<file path="src/rtl/map_sel_pkg.sv">
// -----------------------------------------------------------------------------
// map_sel_pkg
//   Shared types and sizing helpers for the mapper-select hub.
//   - state_e     : settle FSM states (HOLD while a new mapper settles, RUN once
//                   the selection is committed).
//   - sel_w()     : width of a slot number able to hold 0..n_slots, where the
//                   value n_slots means "nominal mapper".
//   - cnt_w()     : width of the settle counter for a given window length.
//   Also provides a fallback value for BW_MAP_OUT when the build has none.
// -----------------------------------------------------------------------------
`ifndef BW_MAP_OUT
`define BW_MAP_OUT 16
`endif

package map_sel_pkg;

  typedef enum logic {
    HOLD = 1'b0,
    RUN  = 1'b1
  } state_e;

  function automatic int sel_w(input int n_slots);
    return $clog2(n_slots + 1);
  endfunction

  function automatic int cnt_w(input int settle_cyc);
    return $clog2(settle_cyc + 1);
  endfunction

endpackage

</file>
<file path="src/rtl/map_sel_lookup.sv">
// -----------------------------------------------------------------------------
// map_sel_lookup
//   Combinational priority matcher. Finds the lowest enabled slot whose mapper
//   number equals idx.
// Ports:
//   idx      in  IDX_W           mapper number to look up
//   slot_idx in  N_SLOTS*IDX_W   mapper number served by slot i at [i*IDX_W +: IDX_W]
//   slot_en  in  N_SLOTS         per-slot enable mask
//   slot     out SEL_W           lowest matching slot, or N_SLOTS if none
//   hit      out 1               a table slot matched
// -----------------------------------------------------------------------------
module map_sel_lookup
  import map_sel_pkg::*;
#(
  parameter int N_SLOTS = 32,
  parameter int IDX_W   = 8,
  parameter int SEL_W   = sel_w(N_SLOTS)
) (
  input  logic [IDX_W-1:0]         idx,
  input  logic [N_SLOTS*IDX_W-1:0] slot_idx,
  input  logic [N_SLOTS-1:0]       slot_en,
  output logic [SEL_W-1:0]         slot,
  output logic                     hit
);

  // NOTE: every output gets a default before the loop so no path leaves it
  // unassigned; otherwise synthesis infers a latch.
  // Scanning from the top down lets the lowest matching slot overwrite last,
  // which gives lowest-index priority without a priority-encoder chain by hand.
  always_comb begin
    slot = SEL_W'(N_SLOTS);
    hit  = 1'b0;
    for (int i = N_SLOTS - 1; i >= 0; i--) begin
      if (slot_en[i] && (slot_idx[i*IDX_W +: IDX_W] == idx)) begin
        slot = SEL_W'(i);
        hit  = 1'b1;
      end
    end
  end

endmodule

</file>
<file path="src/rtl/map_sel_hub.sv">
// -----------------------------------------------------------------------------
// map_sel_hub
//   Registered mapper-select hub. Picks one of N_SLOTS mapper output buses, or
//   the nominal mapper, by matching the registered map index against a runtime
//   slot table. Every index change opens a settle window of SETTLE_CYC cycles
//   during which the safe idle word is driven, so a half-decoded mapper never
//   reaches the cart bus. SETTLE_CYC must be >= 1.
// Ports:
//   clk         in  1                  system clock
//   rst         in  1                  synchronous active-high reset
//   map_idx     in  IDX_W              requested mapper number
//   slot_idx    in  N_SLOTS*IDX_W      mapper number served by slot i
//   slot_en     in  N_SLOTS            per-slot enable mask
//   slot_out    in  N_SLOTS*OUT_W      flattened mapper outputs, slot i at [i*OUT_W +: OUT_W]
//   nom_out     in  OUT_W              nominal mapper output
//   safe_out    in  OUT_W              idle word driven while switching
//   map_out     out OUT_W              selected mapper output
//   active_slot out $clog2(N_SLOTS+1)  committed slot; N_SLOTS means nominal
//   hit         out 1                  committed selection is a table slot
//   switching   out 1                  settle window in progress
// -----------------------------------------------------------------------------
module map_sel_hub
  import map_sel_pkg::*;
#(
  parameter int N_SLOTS    = 32,
  parameter int IDX_W      = 8,
  parameter int OUT_W      = `BW_MAP_OUT,
  parameter int SETTLE_CYC = 8
) (
  input  logic                         clk,
  input  logic                         rst,
  input  logic [IDX_W-1:0]             map_idx,
  input  logic [N_SLOTS*IDX_W-1:0]     slot_idx,
  input  logic [N_SLOTS-1:0]           slot_en,
  input  logic [N_SLOTS*OUT_W-1:0]     slot_out,
  input  logic [OUT_W-1:0]             nom_out,
  input  logic [OUT_W-1:0]             safe_out,
  output logic [OUT_W-1:0]             map_out,
  output logic [sel_w(N_SLOTS)-1:0]    active_slot,
  output logic                         hit,
  output logic                         switching
);

  localparam int SEL_W = sel_w(N_SLOTS);
  localparam int CNT_W = cnt_w(SETTLE_CYC);

  state_e             state_q, state_d;
  logic [CNT_W-1:0]   cnt_q, cnt_d;
  logic [IDX_W-1:0]   idx_q, idx_d;
  logic [SEL_W-1:0]   active_slot_q, active_slot_d;
  logic               hit_q, hit_d;

  logic [SEL_W-1:0]   lk_slot;
  logic               lk_hit;

  // Lookup runs on the registered index so the table is only consulted for a
  // value that has been stable through the whole window.
  map_sel_lookup #(
    .N_SLOTS (N_SLOTS),
    .IDX_W   (IDX_W),
    .SEL_W   (SEL_W)
  ) u_lookup (
    .idx      (idx_q),
    .slot_idx (slot_idx),
    .slot_en  (slot_en),
    .slot     (lk_slot),
    .hit      (lk_hit)
  );

  // Next-state logic. An index change always wins over a pending commit, so
  // the window restarts instead of committing a stale selection.
  always_comb begin
    state_d       = state_q;
    cnt_d         = cnt_q;
    idx_d         = idx_q;
    active_slot_d = active_slot_q;
    hit_d         = hit_q;

    unique case (state_q)
      RUN: begin
        if (map_idx != idx_q) begin
          idx_d   = map_idx;
          cnt_d   = '0;
          state_d = HOLD;
        end
      end

      HOLD: begin
        if (map_idx != idx_q) begin
          idx_d = map_idx;
          cnt_d = '0;
        end else begin
          // Never wraps: the commit below leaves HOLD before cnt can exceed
          // SETTLE_CYC, which the counter width can represent.
          cnt_d = cnt_q + CNT_W'(1);
          if (cnt_q == CNT_W'(SETTLE_CYC - 1)) begin
            active_slot_d = lk_slot;
            hit_d         = lk_hit;
            state_d       = RUN;
          end
        end
      end

      default: state_d = HOLD;
    endcase
  end

  // NOTE: sequential state uses non-blocking assignments so every flop samples
  // the pre-edge values regardless of statement order.
  always_ff @(posedge clk) begin
    if (rst) begin
      state_q       <= HOLD;
      cnt_q         <= '0;
      idx_q         <= '0;
      active_slot_q <= SEL_W'(N_SLOTS);
      hit_q         <= 1'b0;
    end else begin
      state_q       <= state_d;
      cnt_q         <= cnt_d;
      idx_q         <= idx_d;
      active_slot_q <= active_slot_d;
      hit_q         <= hit_d;
    end
  end

  // Data path is purely combinational from the registered select, so slot and
  // nominal outputs reach map_out with zero added latency while in RUN.
  always_comb begin
    map_out = safe_out;
    if (state_q == RUN) begin
      map_out = nom_out;
      for (int i = 0; i < N_SLOTS; i++) begin
        if (active_slot_q == SEL_W'(i)) begin
          map_out = slot_out[i*OUT_W +: OUT_W];
        end
      end
    end
  end

  assign active_slot = active_slot_q;
  assign hit         = hit_q;
  assign switching   = (state_q == HOLD);

endmodule

</file>
<file path="config.mk">
export PLATFORM = sky130hd
export DESIGN_NAME = map_sel_hub
export DESIGN_NICKNAME = d
export VERILOG_FILES = /design/src/rtl/map_sel_pkg.sv /design/src/rtl/map_sel_lookup.sv /design/src/rtl/map_sel_hub.sv
export SDC_FILE = /design/constraint.sdc
export NUM_CORES = 1
export LEC_CHECK = 0
export ABC_AREA = 1
export CAP_MARGIN = 10
export CORE_AREA = 2 2 334 336
export CTS_CLUSTER_SIZE = 28
export DETAILED_ROUTE_END_ITERATION = 8
export DIE_AREA = 0 0 336 338
export SYNTH_ARGS = -nofsm -noshare
export SYNTH_HDL_FRONTEND = slang
export SYNTH_SLANG_ARGS = --single-unit
</file>
<file path="constraint.sdc">
create_clock -name clk -period 4.7 [get_ports clk]
set_input_delay 1.175 -clock clk [delete_from_list [all_inputs] [get_ports clk]]
set_output_delay 1.175 -clock clk [all_outputs]
set_load 0.03 [all_outputs]
</file>
# Word-level counts from Yosys, hierarchy flattened
# Cells that the tools add are included.
# Widths: inputs -> output; s select.
word_totals:
  reg_bits: 20
  in_bits: 842
  output_inout_bits: 24
  elab_cells: 213
op_classes:
  bitwise: 2
  n_eq_ne: 66
  add_sub_neg: 1
  reduce_logical: 34
  mux: 105
op_table:
  columns: ["operator", "count"]
  rows:
  - ["$mux 16", 33]
  - ["$eq 8x8->1", 32]
  - ["$mux 6", 32]
  - ["$eq 6x5->1 const B", 16]
  - ["$eq 6x4->1 const B", 8]
  - ["$mux 1", 35]
  - ["$logic_and 1x1->1", 32]
  - ["$eq 6x3->1 const B", 4]
  - ["$eq 6x2->1 const B", 2]
  - ["$mux 4", 2]
  - ["$mux 8", 1]
  - ["$ne 8x8->1", 1]
  - ["$pmux 4 s2", 1]
  - ["$eq 6x1->1 const B", 1]
  - ["$logic_not 6->1", 1]
  - ["$add 4x1->4 const B", 1]
  - ["$eq 4x3->1 const B", 1]
  - ["$reduce_and 3->1", 1]
  - ["$ne 2x1->1 const B", 1]
  - ["$not 1->1", 2]
  - ["$pmux 1 s2", 1]

# Depth between registers and ports, before layout
depth:
  depth_word: 34
  mapped_depth: 41
  ltp_nobuf: 41

# By module
# From an unflattened synthesis, not the netlist that was laid out.
unflattened:
  cells_unflattened: 2323
  hier_area_um2: 11632.4
by_module_without_submodules:
  columns: ["mod", "area_per_inst_um2", "cells_per_inst", "n_inst", "seq_area_each_um2"]
  rows:
  - ["map_sel_hub", 7220.7, 1497, 1, 400.4]
  - ["map_sel_lookup", 4411.7, 826, 1, 0.0]

# Worst setup path before layout
# Ideal clock, no wire load.
synth_timing:
  path_kind: "input to output"
  start: "in slot_out[5]"
  end: "out map_out[5]"
  setup_slack_ns: 0.032
  t_arrival_ns: 3.493
  n_path_buf: 0
  required_ns: 3.525
  cell_stages: 36
  path_cell_list: "inv_1 > nand4_1 > nand3_1 > nand2_1 > nand3_1 > nand3_1 > nand2_1 > nand2_1 > nand3_1 > nand3_1 > nand3_1 > nand3_1 > nand2_1 > nand2_1 > nand2_1 > nand2_1 > nand3_1 > nand3_1 > nand3_1 > nand3_1 > nand3_1 > nand3_1 > nand3_1 > nand3_1 > nand3_1 > nand3_1 > nand3_1 > nand2_1 > nand2_1 > nand3_1 > nand2_1 > nand2_1 > nand2_1 > nand2_1 > nand2_1 > a21oi_1"
synth_via:
  elab_chain_cells: 33
synth_rtl:
  columns: ["element", "line_no", "rtl"]
  rows:
  - ["start, declared", "map_sel_hub.sv:35", "input logic [N_SLOTS*OUT_W-1:0] slot_out,"]
  - ["$mux 16 (32 in a row)", "map_sel_hub.sv:133", "if (active_slot_q == SEL_W'(i)) begin"]
  - ["$mux 16", "map_sel_hub.sv:130", "if (state_q == RUN) begin"]
  - ["end, declared", "map_sel_hub.sv:38", "output logic [OUT_W-1:0] map_out,"]
# No other way between the ends.

# Final worst setup path
layout_timing:
  start: "in nom_out[0]"
  end: "out map_out[0]"
layout_via:
  elab_chain_cells: 33
layout_rtl:
  columns: ["element", "line_no", "rtl"]
  rows:
  - ["start, declared", "map_sel_hub.sv:36", "input logic [OUT_W-1:0] nom_out,"]
  - ["$mux 16 (32 in a row)", "map_sel_hub.sv:133", null]
  - ["$mux 16", "map_sel_hub.sv:130", null]
# No other way between the ends.

==> metrics.cfg <==
[sta]
skew_ps = 2.25
relSlewSlack_pct = 42.1
min_period_ps = 5570
report.final.setup_viol = 16
setup_ws_ps = -871
hold_viol = 0
rsz0062_at_grt = true
clock.fmax_mhz = 179
slew_viol_final = 0
whs_ps = 500
worst_pin_slew_ps = 865
fin_crit_sh_pct = 119

[global_routing]
grt_max_degree = 28
grt_first_pass_wirelength_mm = 145
globalRouteOverflowTotal = 0
grt_pass1_vias = 20000
antenna_found_initial = 49
grt_usage_pct = 17.9

[setup_path]
crit_path_start_kind = input port
cp.required_ps = 3520
crit_arrival_ps = 4400
crit_path_max_fanout = 1
end_kind = primary output
cp_slowest_stage_delay_ps = 250
cpMostUsedCell = nand3_2
worstSetupPathType = in -> out
slowest_stage = dlygate4sd2_1

[synthesis]
synthFlopType = dfxtp_1
synthAdderAreaFrac_pct = 0.107
synthArstFlopShare_pct = 0
avgSynthCellArea_um2 = 4.97
syn_inst = 2351
netlist_top_cells_area = nand2_1, nor2_1, nand3_1
synthMuxAreaShare_pct = 0
synth.most_common_cell = nand2_1
synth_nets = 3194
synth_top_family_by_area = simple AND/OR/NAND/NOR gates
synth_edf_count = 0
ys_seq_elements = 20
synth_top_area_share_pct = 21.8
yosysWarningCount = 0
netlist_top_cells_count = nand2_1, nor2_1, inv_1
synth_xor_area_share_pct = 6.82
synth-compound-area-share_pct = 18.6
ys_types = 65
synth_top_area_cell = nand2_1
synthSimpleGateAreaFrac_pct = 55.7
syn_area_um2 = 11700
ys_seq_area_share_pct = 3.42

[status]
violations = setup timing
status = complete, but fails checks

[routing]
drcViolationCount = 0
drt_pass1_iterations = 5
vias = 20300
detail-route-antenna-nets = 0
drt-initial-drc-count = 1280
routedWlPerCell_um = 22.4
post_drt_via_cell_ratio = 4.15
routed_wl_mm = 110

[finish]
drive_gt1_share_pct = 25.0
finalNonFillerCells = 4890
n_fill_cell = 12400
num-nets-final = 4220
syn2layout_area_growth_pct = 122

[floorplan]
start_util_pct = 10.6
coreArea_um2 = 110000
die-height_um = 338
rows = 122
io_pins = 866
fp.dieW_um = 336
die_area_um2 = 114000

[pwr]
p_per_area_nw_per_um2 = 72.3
ir_drop_uv = 103
p_leak_nw = 11.6

[clocking]
cts_max_path_buffers = 2
clk_pin_slew_worst_paths_ps = 60
ctsHtreeMaxLevel = 1
cts_buffers = 3
clock-sinks = 20
cts_root_buffer = clkbuf_16
cts_tree = built
clkLatencyLatePin_ps = 260

[place]
placed_cells = 4837
dpl.hpwl_mm = 95.6
port_buffers = 865
gp_congestion = 0.990

[min_path]
hp-class = reg -> reg

[run]
maxCapViolCount = 0

-- sequential cells by signal, summed over array words and instances, names as in the netlist --
register / cells
active_slot: 6
cnt_q: 4
hit: 1
idx_q: 8
state_q: 1
-- path summary, 6_finish.rpt --
path	endpoint	slack (ps)	startpoint	depth (start not counted)
min reg2reg	cnt_q[0]	500	cnt_q[0]	1
max reg2reg	active_slot[0]	830	idx_q[0]	30
max	map_out[0]	-870	nom_out[0]	36
min	cnt_q[0]	500	cnt_q[0]	1
-- power breakdown --
| part | switching [W] | internal, W | total (W) |
|---|---|---|---|
| sequential | 0.00000495 | 0.000171 | 0.000176 |
| clock | 0.0000743 | 0.000169 | 0.000244 |
| combinational | 0.000620 | 0.000841 | 0.00146 |
-- kinds of logic after synthesis --
family          after synthesis
xor+xnor                     91
fa+ha+maj                     1
simple gates               1463
compound gates              367
flops                        20
buf+inv                     409
-- repair_timing --
item	in CTS	in global routing
pin swaps	202	266
gates cloned	1	0
hold buffers	0	0
resized for setup	329	275
setup endpoints to repair	17	17
buffers inserted	17	18
-- layout by cell type (no fill, tap or decap), drive strengths merged, types with 63 or more instances in the layout --
master         instances
nor2                 328
nand2                680
o21ai                146
clkdlybuf4s50        789
buf                  300
xor2                  63
nand3                231
a21oi                106
inv                  274
or2                  108
-- per-layer routing --
layer	share of wire (%)	vias up	GRT usage (%)
li1	-	9715	-
met1	43	9477	22.8
met2	47	940	30.8
met3	7.4	152	3.46
met4	2.8	20	4.59
met5	0.11	-	0
-- critical path, delay by kind of cell --
family          cells  cell delay, ps
simple gates       30            2380
buf+inv             3             420
compound gates      3             420
-- final cells by class --
class	instances	area, µm²	area share [%]
diodes	26	65.1	0.250
flip-flops and latches	20	420	1.62
well taps	1488	1860	7.16
repair buffers	1148	11100	42.8
clock inverters	1	30.0	0.115
inverters	282	1080	4.16
multi-input cells	1922	11300	43.6
clock buffers	3	75.1	0.289
-- stage by stage --
step / util [%] / power [W] / area [µm²] / setup TNS [ps] / setup WS (ps)
3_5_place_dp: 21.5 / 0.00157 / 23600 / -24900 / -1740
6_report: 23.6 / 0.00188 / 26000 / -12820 / -871
4_1_cts: 22.6 / 0.00186 / 24900 / -16550 / -1180
3_3_place_gp: 21.5 / 0.00157 / 23600 / -24900 / -1730
5_1_grt: 23.6 / 0.00198 / 26000 / -17780 / -1190
2_1_floorplan: - / 0.000577 / 11700 / 0 / 31.9
Power figures use the tool's default switching activity.
